File: src/rtl/commit_unit.sv
// In-order retirement stage: pops the ROB head, writes the register file, commits stores,
// updates the branch predictor and raises a flush/redirect with a programmable drain window.
module commit_unit #(
    parameter int unsigned FLUSH_CYCLES = 2
) (
    input  logic        clk,
    input  logic        reset,
    input  logic        doute_valid,
    input  logic        doute_ready,
    input  logic [31:0] doute_pc,
    input  logic [3:0]  doute_rob,
    input  logic [4:0]  doute_dst,
    input  logic [31:0] doute_value,
    input  logic [7:0]  doute_fid,
    input  logic        doute_load,
    input  logic        doute_store,
    input  logic        doute_lsmiss,
    input  logic [1:0]  doute_lswidth,
    input  logic [3:0]  doute_cmtdelay,
    input  logic        doute_bco_valid,
    input  logic        doute_bco_taken,
    input  logic [1:0]  doute_bco_pattern,
    input  logic [31:0] doute_bco_target,
    output logic        en_commit,
    output logic        rf_we,
    output logic [4:0]  rf_waddr,
    output logic [31:0] rf_wdata,
    output logic        sb_commit_valid,
    input  logic        sb_commit_ready,
    output logic [7:0]  sb_commit_fid,
    output logic [1:0]  sb_commit_width,
    output logic        bco_valid,
    output logic [31:0] redirect_pc,
    output logic        bp_update_valid,
    output logic        bp_update_taken,
    output logic [31:0] bp_update_pc,
    output logic [31:0] bp_update_target,
    output logic [1:0]  bp_update_pattern,
    output logic [31:0] retire_count
);

    typedef enum logic {RUN, FLUSH} state_t;

    localparam logic [3:0] FLUSH_LOAD = 4'(FLUSH_CYCLES - 1);

    state_t     state, state_nxt;
    logic [3:0] flush_cnt, flush_cnt_nxt;
    logic       head;
    logic       counted;
    logic       rf_wr;
    logic       bp_wr;
    logic       unused;

    assign head   = doute_valid & doute_ready;
    assign unused = ^{doute_rob, doute_cmtdelay, doute_load};

    assign sb_commit_fid   = doute_fid;
    assign sb_commit_width = doute_lswidth;

    always_comb begin
        state_nxt       = state;
        flush_cnt_nxt   = flush_cnt;
        en_commit       = 1'b0;
        sb_commit_valid = 1'b0;
        case (state)
            RUN: begin
                sb_commit_valid = head & doute_store & ~doute_lsmiss;
                en_commit       = head & (~doute_store | doute_lsmiss | sb_commit_ready);
                if (en_commit && (doute_lsmiss || doute_bco_valid)) begin
                    state_nxt     = FLUSH;
                    flush_cnt_nxt = FLUSH_LOAD;
                end
            end
            FLUSH: begin
                if (flush_cnt == 4'd0) begin
                    state_nxt = RUN;
                end else begin
                    flush_cnt_nxt = flush_cnt - 4'd1;
                end
            end
            default: state_nxt = RUN;
        endcase
    end

    // A miss replays without retiring; a branch override retires (and writes even if it is a store).
    assign counted = en_commit & ~doute_lsmiss;
    assign bp_wr   = counted & doute_bco_valid;
    assign rf_wr   = counted & (doute_bco_valid | ~doute_store) & (doute_dst != 5'd0);

    always_ff @(posedge clk or posedge reset) begin
        if (reset) begin
            state     <= RUN;
            flush_cnt <= '0;
        end else begin
            state     <= state_nxt;
            flush_cnt <= flush_cnt_nxt;
        end
    end

    always_ff @(posedge clk or posedge reset) begin
        if (reset) begin
            rf_we             <= 1'b0;
            rf_waddr          <= '0;
            rf_wdata          <= '0;
            bco_valid         <= 1'b0;
            redirect_pc       <= '0;
            bp_update_valid   <= 1'b0;
            bp_update_taken   <= 1'b0;
            bp_update_pc      <= '0;
            bp_update_target  <= '0;
            bp_update_pattern <= '0;
            retire_count      <= '0;
        end else begin
            rf_we           <= rf_wr;
            bp_update_valid <= bp_wr;
            bco_valid       <= 1'b0;
            if (rf_wr) begin
                rf_waddr <= doute_dst;
                rf_wdata <= doute_value;
            end
            if (en_commit && doute_lsmiss) begin
                bco_valid   <= 1'b1;
                redirect_pc <= doute_pc;
            end else if (bp_wr) begin
                bco_valid   <= 1'b1;
                redirect_pc <= doute_bco_target;
            end
            if (bp_wr) begin
                bp_update_taken   <= doute_bco_taken;
                bp_update_pc      <= doute_pc;
                bp_update_target  <= doute_bco_target;
                bp_update_pattern <= doute_bco_pattern;
            end
            if (counted) begin
                retire_count <= retire_count + 32'd1;
            end
        end
    end

endmodule

File: config.mk
export PLATFORM = sky130hd
export DESIGN_NAME = commit_unit
export DESIGN_NICKNAME = d
export VERILOG_FILES = /design/src/rtl/commit_unit.sv
export SDC_FILE = /design/constraint.sdc
export NUM_CORES = 1
export LEC_CHECK = 0
export ABC_AREA = 1
export CELL_PAD_IN_SITES_DETAIL_PLACEMENT = 0
export CELL_PAD_IN_SITES_GLOBAL_PLACEMENT = 2
export CORE_ASPECT_RATIO = 0.9
export CORE_MARGIN = 1
export CORE_UTILIZATION = 26
export DETAILED_ROUTE_END_ITERATION = 8
export PLACE_DENSITY = 0.91
export SYNTH_ARGS = -nofsm -noshare
export SYNTH_HDL_FRONTEND = slang
export SYNTH_SLANG_ARGS = --single-unit
export TNS_END_PERCENT = 50
File: constraint.sdc
create_clock -name clk -period 8.37 [get_ports clk]
set_input_delay 1.2555 -clock clk [delete_from_list [all_inputs] [get_ports clk]]
set_output_delay 1.2555 -clock clk [all_outputs]
set_load 0.005 [all_outputs]
==> results of run 1 <==
==> report_power, final <==
| part | switching [mW] | total [mW] | internal (mW) |
|---|---|---|---|
| sequential | 0.163 | 1.31 | 1.15 |
| clock | 0.362 | 0.803 | 0.441 |
| combinational | 0.431 | 1.10 | 0.673 |
| total | 0.956 | 3.22 | 2.27 |
==> cell type report <==
cell class	count	area (µm²)	area share
multi-input combinational	638	2805	0.2455
timing repair buffer	292	2903	0.2540
clock buffer	19	432.9	0.03788
tap	396	495.5	0.04335
inverter	65	249.0	0.02179
clock inverter	13	138.9	0.01215
sequential	176	4404	0.3854
==> worst max-delay path, stage by stage <==
cell and delay (ns):
clkdlybuf4s50_1 0.60, inv_2 0.08, nand3_2 0.09, nand2_1 0.06, inv_1 0.11, clkdlybuf4s50_1 0.54
==> metal layers <==
layer  track usage  wire length (µm)
met2        0.2522             10740
met5             0                 8
met4       0.04583               221
met3       0.07368              2607
met1        0.1980             10390
==> flip-flops by register name (all words and copies together), names as in the netlist <==
name,count
state,1
bp_update_taken,1
redirect_pc,32
flush_cnt,4
bp_update_valid,1
bp_update_pc,32
bp_update_target,32
bp_update_pattern,2
rf_wdata,32
retire_count,32
rf_waddr,5
rf_we,1
bco_valid,1
==> stage by stage <==
stage                       util  hold WS, ns  instances
after global placement    0.3733       0.4610       1567
after detailed placement  0.3733       0.4642       1567
after global routing      0.3929       0.4963       1599
after CTS                 0.3929       0.4831       1599
after floorplan                -       0.4489        929
final                     0.3929       0.4772       1599
==> path summary, 6_finish.rpt <==
kind / startpoint / to / cells past startpoint
worst min register to register: bp_update_target[21] / bp_update_target[21] / 2
worst max register to register: state / bp_update_pc[7] / 9
worst min-delay path: bp_update_target[21] / bp_update_target[21] / 2
min in group asynchronous: reset / rf_wdata[1] / 2
worst max-delay path: doute_lsmiss / en_commit / 6
max in group asynchronous: reset / bp_update_target[8] / 3
==> kinds of logic (layout without fill, tap and decap cells) <==
group / after synthesis / count (layout) / share of synthesized area
AOI/OAI and AO/OA: 106 / 106 / 0.06953
xor gates and xnor gates: 17 / 17 / 0.01929
adders and majority gates: 2 / 2 / 0.003241
buffers and inverters: 115 / 389 / 0.06759
DFF: 176 / 176 / 0.5705
and+or+nand+nor: 513 / 513 / 0.2699
==> Yosys cell counts (5+ instances only) <==
cell type / n / share of area
nand3_1: 20 / 0.013
inv_1: 62 / 0.030
dfrtp_1: 176 / 0.57
buf_4: 12 / 0.012
nand3b_1: 5 / 0.0049
buf_2: 12 / 0.0078
nor2_1: 29 / 0.014
nand2_1: 428 / 0.21
nand4_1: 12 / 0.0097
xor2_1: 9 / 0.010
xnor2_1: 8 / 0.0091
clkbuf_1: 22 / 0.011
o21ai_0: 102 / 0.066
==> metrics.cfg, run 1 <==
[drt]
dr.pass1.iters=4
drtAntennaViolNets=0
viasPerCell=4.261
dr_total_vias=6814
drt-initial-drc-count=400
drt-total-wl_um=23970
drc_errors=0
wl_per_cell_um=14.99

[outcome]
status=completed

[sta]
hold_violations=0
finalCritPeriodShare=0.4758
drv_slew=0
setup_tns_ns=0
finalWorstSetupSlack_ns=4.387
tightest_slew_ns=0.9947
grt_setup_unrepaired=false
setup_violations=0
period_needed_ns=3.983
max_freq_mhz=251.1
finClkSkew_ns=0.009669
relSlewSlack=0.3369

[placed_design]
io_buffers=284
place_congestion=0.7865
dpl_cell_area_mm2=0.01086
pre_cts_ws_ns=4.292
hpwl_um=16080

[synth]
async_flop_share=1.000
syn_area_per_cell_um2=8.310
ys_types=28
synthFlopType=dfrtp_1
ys_seq_area_frac=0.5705
synth_edf_count=0
synth_cells=929
synth_seq_cells=176
yosysWarnings=0
syn-num-nets=1062
syn_area_mm2=0.007720

[die]
die-height_um=165.5
start_util=0.2654
die_area_mm2=0.03039
rows=59
core_mm2=0.02909
dieWidth_um=183.6
ios=314

[cells_and_area]
final_cell_mix=nand2_1 (428), clkdlybuf4s50_1 (284), dfrtp_1 (176)
fin_area_mm2=0.01143
fillers=2999
final_common_cell=nand2_1
n_antenna_cell=0
drive_above_1_share=0.04655
area_growth_pct=48.04
layout.nets=1323

[clock_network]
clk_latency_ns=0.43
numCtsBuffers=17
cts_setup_buffers=0
htreeDepth=4
cts_tree=built
holdBufCountCts=0
path_clk_slew_ns=0.07
cts-root-buf=clkbuf_16
clk_path_buf_depth=2
cts_sinks=176
cts-resized-gates=0

[global_routing]
overflow=0
antenna_found_initial=1
grt_max_degree=100
grt_pass1_wl_um=37560
track_usage=0.1609
first_global_vias=6742

[power_and_ir_drop]
power_mw=3.221
p_per_area_mw_per_mm2=281.9
vdd_drop_max_mv=0.1711
p_leak_nw=5.377

[setup_path]
r2r_setup_slack_ns=5.80
critPathKind=input pin to output port
crit_fanout=4
start_kind=input pin
cp.arrival_ns=2.73
endpoint_kind=output port
required_ns=7.11

[worst_hold_path]
hold_class=register to register

[job]
maxCapViolCount=0

(Power assumes the default switching activity.)
==> run 2: changes to the inputs <==
--- a/config.mk
+++ b/config.mk
@@ -10,9 +10,9 @@
 export CELL_PAD_IN_SITES_GLOBAL_PLACEMENT = 2
 export CORE_ASPECT_RATIO = 0.9
 export CORE_MARGIN = 1
-export CORE_UTILIZATION = 26
+export CORE_UTILIZATION = 22
 export DETAILED_ROUTE_END_ITERATION = 8
-export PLACE_DENSITY = 0.91
+export PLACE_DENSITY = 0.83
 export SYNTH_ARGS = -nofsm -noshare
 export SYNTH_HDL_FRONTEND = slang
 export SYNTH_SLANG_ARGS = --single-unit
==> constraint.sdc (replaced) <==
create_clock -name clk -period 3.38 [get_ports clk]
set_input_delay 0.507 -clock clk [delete_from_list [all_inputs] [get_ports clk]]
set_output_delay 0.507 -clock clk [all_outputs]
set_load 0.005 [all_outputs]
==> run 2 against run 1 <==
Die area up 18%. Final area up 2.3%. Critical path type unchanged. Global-route usage is 1.7 points lower. Via count decreased by 0.12%. Final cell count grew 4.7%. Register-to-register slack got worse by 4.7 ns. First-iteration DRC count shrank 40%. Sequential share of layout area decreased by 0.86 points. Critical endpoint unchanged. Routed wire length grew 4.1%.
==> metrics.cfg, run 2 (synthesized netlist as in run 1, its figures left out) <==
[outcome]
status=completed

[global_routing]
grt_pass1_wl_um=39810  ; +6.0%
track_usage=0.1439  ; -0.01699
grt_max_degree=100  ; unchanged
first_global_vias=6959  ; +3.2%
overflow=0  ; unchanged
antenna_found_initial=0  ; -1

[sta]
tightest_slew_ns=0.8990  ; -0.09567 ns
period_needed_ns=2.525
hold_ws_ns=0.4775  ; +0.0002430 ns
finClkSkew_ns=0.006881  ; -0.002788 ns
grt_setup_unrepaired=false
drv_slew=0  ; unchanged
finalCritPeriodShare=0.7469
relSlewSlack=0.3993  ; +0.06236
hold_violations=0  ; unchanged
max_freq_mhz=396.1
setup_tns_ns=0  ; unchanged
setup_violations=0  ; unchanged
finalWorstSetupSlack_ns=0.8555  ; -3.532 ns

[clock_network]
cts_tree=built
numCtsBuffers=17  ; unchanged
cts-root-buf=clkbuf_16
holdBufCountCts=0  ; unchanged
path_clk_slew_ns=0.07  ; about the same
clk_latency_ns=0.43  ; about the same
htreeDepth=4  ; unchanged
cts_setup_buffers=0  ; unchanged
cts-resized-gates=0  ; unchanged
cts_sinks=176  ; unchanged
clk_path_buf_depth=2  ; unchanged

[setup_path]
critPathKind=input pin to output port
cp_cell_sequence=clkdlybuf4s50_1 -> inv_2 -> nand3_2 -> nand2_1 -> inv_1 -> clkdlybuf4s50_1
cp_num_buf_inv=4  ; unchanged
cp.arrival_ns=2.02  ; -0.71 ns
start_kind=input pin
endpoint_kind=output port
crit_top_cell=clkdlybuf4s50_1
r2r_setup_slack_ns=1.13  ; -4.67 ns
cpPeakStageDelay_ns=0.63  ; +0.03 ns
slowest_stage=clkdlybuf4s50_1
required_ns=2.87  ; -4.24 ns
crit_fanout=4  ; unchanged
cp_top_family=buffers and inverters

[placed_design]
dpl_cell_area_mm2=0.01111  ; +2.3%
io_buffers=284  ; unchanged
place_congestion=0.7795  ; -0.89%
dp.cells=1642  ; +4.8%
pre_cts_ws_ns=0.4490  ; -3.843 ns
hpwl_um=17650  ; +9.7%

[power_and_ir_drop]
pwr-share-comb=0.345  ; +0.002
swShare=0.2990  ; +0.002291
p_per_area_mw_per_mm2=689.1  ; +140%
vdd_drop_max_mv=0.3354  ; +96%
seqPwrFrac=0.404  ; -0.004
p_switching_mw=2.409  ; +150%
internal_power_mw=5.647  ; +150%
p_leak_nw=5.474  ; +1.8%
power_mw=8.055  ; +150%
clkPwrFrac=0.251  ; +0.002

[drt]
drc_errors=0  ; unchanged
dr_total_vias=6806  ; -0.12%
wl_per_cell_um=14.91  ; -0.54%
dr.pass1.iters=4  ; unchanged
drt-initial-drc-count=239  ; -40%
viasPerCell=4.066  ; -4.6%
drt-total-wl_um=24960  ; +4.1%
drtAntennaViolNets=0  ; unchanged

[cells_and_area]
layout.nets=1332  ; +0.68%
n_antenna_cell=0  ; unchanged
final_cell_mix=nand2_1 (428), clkdlybuf4s50_1 (284), dfrtp_1 (176)
drive_above_1_share=0.05446  ; +0.007905
fin_util=0.3411  ; -0.05184
fin_cells=1674  ; +4.7%
final_common_cell=nand2_1
area_growth_pct=51.43
fin_area_mm2=0.01169  ; +2.3%

[die]
ios=314  ; unchanged
core_mm2=0.03427  ; +18%
dieWidth_um=199.5  ; +8.6%
rows=64  ; +8.5%
start_util=0.2252  ; -0.04017
die-height_um=179.7  ; +8.6%
die_area_mm2=0.03584  ; +18%

[worst_hold_path]
hold_class=register to register

[job]
maxCapViolCount=0  ; unchanged

==> run 2: changes by cell type in the layout (fill, tap and decap cells not counted) <==
cell        delta
buf_12         +8
buf_4          +1
clkbuf_1       -1
clkinv_4       +2
clkinvlp_4     -3
inv_6          +1
inv_8          +1
==> run 2: worst reg2reg max path, stage by stage, from the launching register on <==
cell     delay [ns]
dfrtp_1        0.39
inv_1          0.08
nand2_1        0.10
nor2_4         0.13
nand3_2        0.33
inv_2          0.24
nand2_4        0.08
inv_2          0.61
nand2_1        0.15
nand2_1        0.09
==> run 2: area by class of cell <==
cell class              instances  area (µm²)
fillers                      3623       22580
well taps                     462       578.1
flip-flops and latches        176        4404
clock inverters                14       155.1
inverters                      65       247.7
multi-input cells             638        2805
clock buffers                  18       429.2
repair buffers                301        3070
==> run 2: path summary, 6_finish.rpt <==
| check | from | end | cells after the start |
|---|---|---|---|
| min in group asynchronous | reset | rf_wdata[25] | 2 |
| worst min register to register | redirect_pc[26] | redirect_pc[26] | 2 |
| worst max register to register | state | bp_update_target[17] | 9 |
| worst max-delay path | doute_lsmiss | en_commit | 6 |
| max in group asynchronous | reset | retire_count[16] | 3 |
| worst min-delay path | redirect_pc[26] | redirect_pc[26] | 2 |
==> run 2: routing by layer <==
metal,GRT usage,share of wire,vias up
met4,0.03664,0.010,0
li1,-,-,3423
met2,0.2210,0.44,203
met1,0.1850,0.45,3165
met5,0,0,-
met3,0.06060,0.099,15
==> run 2: power groups by stage <==
stage | logic, mW | clock network (mW) | registers [mW]
final | 2.78 | 2.02 | 3.26
after global routing | 3.09 | 2.18 | 3.36
after CTS | 2.83 | 2.11 | 3.26
after detailed placement | 2.82 | 0 | 3.28
after global placement | 2.82 | 0 | 3.27
after floorplan | 0.809 | 0 | 3.33
